===== config.mk =====
export PLATFORM = sky130hd
export DESIGN_NAME = alu
export DESIGN_NICKNAME = d
export VERILOG_FILES = /design/src/rtl/alu.sv
export SDC_FILE = /design/constraint.sdc
export NUM_CORES = 1
export LEC_CHECK = 0
export CORE_ASPECT_RATIO = 0.8
export CORE_MARGIN = 2
export CORE_UTILIZATION = 40
export DETAILED_ROUTE_END_ITERATION = 10
export GPL_TIMING_DRIVEN = 0
export PLACE_DENSITY = 0.64
export RECOVER_POWER = 50
export SYNTH_ARGS = -nofsm -noshare
export SYNTH_HDL_FRONTEND = slang
export SYNTH_SLANG_ARGS = --single-unit

===== constraint.sdc =====
create_clock -name i_clk -period 1.02 [get_ports i_clk]
set_clock_uncertainty 0.15 [all_clocks]
set_input_delay 0.102 -clock i_clk [delete_from_list [all_inputs] [get_ports i_clk]]
set_output_delay 0.102 -clock i_clk [all_outputs]
set_load 0.05 [all_outputs]

===== src/rtl/alu.sv =====
// 16-bit registered ALU: eight operations selected by a 3-bit opcode, with the
// result and carry/borrow/shift-out flag captured on enabled clock edges.
module alu (
  input  logic        i_clk,
  input  logic        i_rst_n,
  input  logic        i_enable,
  input  logic [15:0] i_data_a,
  input  logic [15:0] i_data_b,
  input  logic [2:0]  i_opcode,
  output logic        o_cf,
  output logic [15:0] o_results
);

  localparam logic [2:0] OP_SLT = 3'b000;
  localparam logic [2:0] OP_ADD = 3'b001;
  localparam logic [2:0] OP_AND = 3'b010;
  localparam logic [2:0] OP_OR  = 3'b011;
  localparam logic [2:0] OP_SUB = 3'b100;
  localparam logic [2:0] OP_XOR = 3'b101;
  localparam logic [2:0] OP_SHL = 3'b110;
  localparam logic [2:0] OP_SHR = 3'b111;

  logic [16:0] w_sum;
  logic [16:0] w_diff;
  logic [16:0] w_shl;
  logic [16:0] w_shr;
  logic [3:0]  w_shamt;
  logic [15:0] w_result;
  logic        w_cf;
  logic [15:0] r_results;
  logic        r_cf;

  assign w_sum   = {1'b0, i_data_a} + {1'b0, i_data_b};
  assign w_diff  = {1'b0, i_data_a} - {1'b0, i_data_b};
  assign w_shamt = i_data_b[3:0];
  // A guard bit on the exit side of each shift catches the last bit shifted out;
  // a zero shift leaves the guard bit at 0.
  assign w_shl   = {1'b0, i_data_a} << w_shamt;
  assign w_shr   = {i_data_a, 1'b0} >> w_shamt;

  // Next-result and flag selection
  always_comb begin
    w_result = 16'h0000;
    w_cf     = 1'b0;
    case (i_opcode)
      OP_SLT: begin
        w_result = (i_data_a < i_data_b) ? 16'h0001 : 16'h0000;
        w_cf     = 1'b0;
      end
      OP_ADD: begin
        w_result = w_sum[15:0];
        w_cf     = w_sum[16];
      end
      OP_AND: begin
        w_result = i_data_a & i_data_b;
        w_cf     = 1'b0;
      end
      OP_OR: begin
        w_result = i_data_a | i_data_b;
        w_cf     = 1'b0;
      end
      OP_SUB: begin
        w_result = w_diff[15:0];
        w_cf     = w_diff[16];
      end
      OP_XOR: begin
        w_result = i_data_a ^ i_data_b;
        w_cf     = 1'b0;
      end
      OP_SHL: begin
        w_result = w_shl[15:0];
        w_cf     = w_shl[16];
      end
      OP_SHR: begin
        w_result = w_shr[16:1];
        w_cf     = w_shr[0];
      end
      default: begin
        w_result = 16'h0000;
        w_cf     = 1'b0;
      end
    endcase
  end

  // Output registers: async clear, load when enabled, otherwise hold
  always_ff @(posedge i_clk or negedge i_rst_n) begin
    if (!i_rst_n) begin
      r_results <= 16'h0000;
      r_cf      <= 1'b0;
    end else if (i_enable) begin
      r_results <= w_result;
      r_cf      <= w_cf;
    end else begin
      r_results <= r_results;
      r_cf      <= r_cf;
    end
  end

  assign o_results = r_results;
  assign o_cf      = r_cf;

endmodule


---- After elaboration in Yosys (flattened, before gate mapping) ----
Cells that the tools add are included.
storage, ports and cells
  register bits after elaboration ......... 17
  output and inout port bits .............. 17
  bits of input ports ..................... 38
cells by class
  order comparisons ....................... 1
  bitwise operators ....................... 3
  add/sub/neg operators ................... 2
  equal/unequal tests ..................... 7
  reductions and logical operators ........ 2
  multiplexer cells ....................... 3
  shifts and indexed selects .............. 2
operator list
  operator            number
  $pmux 16 s8         1
  $add 16x16->17      1
  $shl 16x4->17       1
  $shr 17x4->17       1
  $sub 16x16->17      1
  $and 16x16->16      1
  $lt 16x16->1        1
  $or 16x16->16       1
  $xor 16x16->16      1
  $eq 3x3->1 const B  4
  $eq 3x2->1 const B  2
  $pmux 1 s5          1
  $reduce_or 4->1     1
  $eq 3x1->1 const B  1
  $logic_not 3->1     1
  $mux 1              1

---- Depth between registers and ports, before layout ----
Gate-level depths: netlist (run 1).
  depth in word-level cells ............... 3
  depth in mapped cells ................... 12

---- Least setup slack after synthesis (run 1) ----
No wires, ideal clock.
  path kind ............................... input to register
  from .................................... in i_data_b[2]
  to ...................................... reg r_results[10], in the netlist o_results[10]
  data arrival time ....................... 2.323 ns
  stages .................................. 12
  slack ................................... -1.581 ns
  data required time ...................... 0.742 ns
  path through ............................ buf_2 > inv_2 > clkbuf_1 > ha_1 > buf_2 > nor2b_1 > o31a_1 > o2111ai_1 > nand2_1 > a221o_1 > o21ai_1 > a31oi_1
between the ends
  word-level cells in the longest chain between the ends .. 2
  elaborated cells between the ends (all ways) .. 5
RTL lines
  what                                    line  text
  from (decl)                             8     input logic [15:0] i_data_b,
  $sub 16x16->17 (tied with other cells)  34    assign w_diff = {1'b0, i_data_a} - {1'b0, i_data_b};
  $pmux 16 s8 *                           45    case (i_opcode)
  to (signal assigned)                    91    r_results <= w_result;
  to (signal assigned)                    94    r_results <= r_results;
  to (decl)                               30    logic [15:0] r_results;
Mark *: on every way between the ends. The rest lies on a longest branch, timed or not.
A chain may end at the register's enable or synchronous reset.

---- Worst setup path in the final report (run 1) ----
Ends and elaborated chain as after synthesis.

==> results.py, run 1 <==
metrics = {
    "outcome": {
        "outcome": "finished with violations",
        "violations": "negative hold slack, negative setup slack",
    },
    "placement": {
        "place_hpwl_um": 17450,
        "dpl.cell_count": 863,
        "io_buffers": 54,
        "place_congestion": 1.010,
    },
    "yosys": {
        "synth_cell_type_count": 77,
        "synth-edff-count": 0,
        "syn_nets": 753,
        "synth.avg_cell_area_um2": 7.252,
        "syn_inst": 661,
        "ys_seq_area_share_pct": 8.875,
        "ys.flop_type": "dfrtp_1",
        "synth_area_um2": 4793,
        "ys_async_sr_fraction_pct": 100.0,
        "ys_seq_elements": 17,
        "synth_warnings": 0,
    },
    "setup_path": {
        "r2r_start": "o_results[9]$_DFFE_PN0P_",
        "rrSetupSlack_ns": -0.18,
        "path_max_fanout": 6,
        "worstPathArrival_ns": 2.21,
        "critPathRequiredTime_ns": 1.00,
        "worstReg2RegEnd": "o_results[9]$_DFFE_PN0P_",
        "ff2ff_path_depth": 3,
        "path_class": "input port to flip-flop",
        "startpoint_type": "input port",
        "critPathCaptureType": "flip-flop",
    },
    "die": {
        "die_y_um": 101.9,
        "die_w_um": 126.4,
        "io_pins": 55,
        "rows": 35,
        "core-area_um2": 11600,
        "dieArea_um2": 12880,
        "initial_utilization_pct": 41.30,
    },
    "layout": {
        "drive_gt1_share_pct": 45.74,
        "stdcell_count": 922,
        "syn_to_final_growth_pct": 58.34,
        "n_fill_cell": 983,
        "final_cell_mix": "nor2_1 (66), buf_4 (61), a21oi_1 (43), buf_6 (42), nand2_1 (35)",
        "final_common_cell": "nor2_1",
        "diodes": 0,
        "fin_nets": 867,
    },
    "global_route": {
        "grt_start_max_net_pins": 18,
        "grt_usage_pct": 37.00,
        "grt_pass1_vias": 5876,
        "antenna_found_initial": 0,
        "overflow": 0,
        "grt_pass1_wl_um": 36150,
    },
    "power_and_ir_drop": {
        "power_density_nw_per_um2": 836.9,
        "vdd_ir_drop_max_mv": 0.5384,
        "p_sw_w": 0.003126,
        "p_seq_share_pct": 13.5,
        "internal-power_w": 0.003226,
        "power.share.switching_pct": 49.22,
        "pwr-share-clk_pct": 13.7,
        "leakagePower_nw": 2.970,
        "comb_power_share_pct": 72.8,
        "power_w": 0.006352,
    },
    "timing": {
        "worst_slew_pin_slew_ns": 0.9938,
        "relSlewSlack_pct": 33.75,
        "maxSlewViolCount": 0,
        "timing.fmax_ghz": 0.4494,
        "layout_min_cycle_time_ns": 2.225,
        "hold_viol_final": 17,
        "hold-worst-slack_ns": -0.02744,
        "final.setup.worst_slack_ns": -1.205,
        "period_share_pct": 218.1,
        "finalSetupViolations": 34,
        "rsz0062_at_grt": "yes",
    },
    "routing": {
        "vias": 6226,
        "wirelength_um": 24760,
        "antenna_left": 0,
        "wl_per_cell_um": 26.86,
        "routed_via_density": 6.753,
        "drtIter0Drc": 723,
        "drc": 0,
        "dr.pass1.iters": 6,
    },
    "run": {
        "drv_cap": 0,
    },
    "clock_network": {
        "cts_buffer_depth": 2,
        "clock_latency_ns": 0.26,
        "clkTransAtPathRegs_ns": 0.06,
        "numCtsBuffers": 3,
        "cts_root_buf": "clkbuf_16",
        "htree_levels": 1,
        "tritoncts": "yes",
        "cts.sinks": 17,
    },
    "min_path": {
        "hold_class": "input port to async pin",
    },
}
## cell type report
type	count	area, um^2	share of cell area, %
Buffer	42	444.2	5.852
Clock buffer	4	78.83	1.039
Inverter	53	229.0	3.017
Multi-Input combinational cell	542	5124	67.51
Sequential cell	17	425.4	5.605
Tap cell	148	185.2	2.440
Timing Repair Buffer	116	1104	14.54
## flip-flops by register name (all words and copies together) (netlist names)
signal     cells
o_results     16
o_cf           1
## worst max path at each step
stage | startpoint | end | slack (ns) | cells past startpoint
after floorplan | i_data_b[2] | o_results[12]$_DFFE_PN0P_ | -1.23 | 12
after global placement | i_data_a[10] | o_cf$_DFFE_PN0P_ | -2.62 | 10
after detailed placement | i_data_a[10] | o_cf$_DFFE_PN0P_ | -2.65 | 10
after CTS | i_data_b[0] | o_cf$_DFFE_PN0P_ | -1.14 | 10
after global routing | i_data_a[2] | o_results[15]$_DFFE_PN0P_ | -1.27 | 10
final | i_data_b[2] | o_results[10]$_DFFE_PN0P_ | -1.21 | 12
## repair_timing
| action | 4_1_cts | 5_1_grt |
|---|---|---|
| cloned | 0 | 0 |
| pin swaps | 70 | 44 |
| resized for setup | 550 | 47 |
| buffers inserted | 53 | 11 |
| setup endpoints to repair | 51 | 34 |
| hold endpoints to repair | 17 | 0 |
## critical path, cell delays in order
cell and delay [ns]:
buf_8 0.10, buf_12 0.12, inv_8 0.04, clkbuf_16 0.12, ha_4 0.21, nor2b_4 0.13
o31a_1 0.40, o2111ai_4 0.29, nand2_2 0.13, a221o_1 0.35, o21ai_2 0.09, a31oi_1 0.11
## stage by stage
step / area (um^2) / setup TNS (ns) / setup slack (ns) / utilization, %
finish: 7590 / -17.72 / -1.205 / 65.40
global route: 7590 / -18.79 / -1.275 / 65.40
CTS: 7293 / -16.58 / -1.143 / 62.85
detailed placement: 5700 / -51.58 / -2.649 / 49.12
global placement: 5700 / -50.94 / -2.623 / 49.12
floorplan: 4975 / -16.25 / -1.229 / -
## layer usage
metal,vias to the layer above,routed length (um),track usage (%),part of all wire (%)
met2,445,10790,56.77,44
met3,76,2466,5.026,10
met4,0,987,14.45,4.0
met5,-,0,0,0
met1,3004,10520,52.83,42
li1,2701,-,-,-
## synthesized netlist by cell type, types with 8 or more instances
cell       n  area share (%)
nor2b_1    9             1.2
dfrtp_1   17             8.9
nor3_1    24             2.5
inv_1     49             3.8
nand4_1    9             1.2
o21ai_1   17             1.8
o21ai_0   25             2.6
mux2i_1   23             4.8
nand2_1   40             3.1
nand3_1   15             1.6
a21oi_1   57             6.0
mux4_2    14             6.6
ha_1      52              14
a31oi_1   12             1.6
clkbuf_1  21             1.6
buf_2     16             1.7
nor2_1    74             5.8
a211oi_1  23             3.6
nand2b_1   8             1.0
o211ai_1  16             2.5
## cells by family after synthesis
logic type | after synthesis | synth area share, %
buffers and inverters | 102 | 8.875
AND/OR/NAND/NOR | 216 | 21.95
AO/OA/AOI/OAI | 224 | 31.87
adder cells (fa/ha/maj) | 54 | 14.41
multiplexers | 43 | 13.10
XOR/XNOR | 5 | 0.9138
flip-flops | 17 | 8.875
## power groups by stage
stage                     clock network [W]  registers, W  logic (W)
after floorplan                           0       0.00122    0.00176
after CTS                          0.000869      0.000859    0.00425
after detailed placement                  0      0.000851    0.00327
after global routing               0.000885      0.000870    0.00482
final                              0.000868      0.000859    0.00462
after global placement                    0      0.000845    0.00327
No activity file was read; power rests on OpenSTA's default activity.
==> inputs of run 2 (changes only) <==
--- a/config.mk
+++ b/config.mk
@@ -12,6 +12,7 @@
 export GPL_TIMING_DRIVEN = 0
 export PLACE_DENSITY = 0.64
 export RECOVER_POWER = 50
+export SLEW_MARGIN = 20
 export SYNTH_ARGS = -nofsm -noshare
 export SYNTH_HDL_FRONTEND = slang
 export SYNTH_SLANG_ARGS = --single-unit
==> results of run 2 <==
Final layout, timing and power as in run 1 (identical DEF).
==> inputs of run 3 (changes only) <==
--- a/config.mk
+++ b/config.mk
@@ -8,6 +8,8 @@
 export CORE_ASPECT_RATIO = 0.8
 export CORE_MARGIN = 2
 export CORE_UTILIZATION = 40
+export CTS_CLUSTER_DIAMETER = 60
+export CTS_CLUSTER_SIZE = 30
 export DETAILED_ROUTE_END_ITERATION = 10
 export GPL_TIMING_DRIVEN = 0
 export PLACE_DENSITY = 0.64
==> results of run 3 <==
Final layout, timing and power as in run 1 (identical DEF).
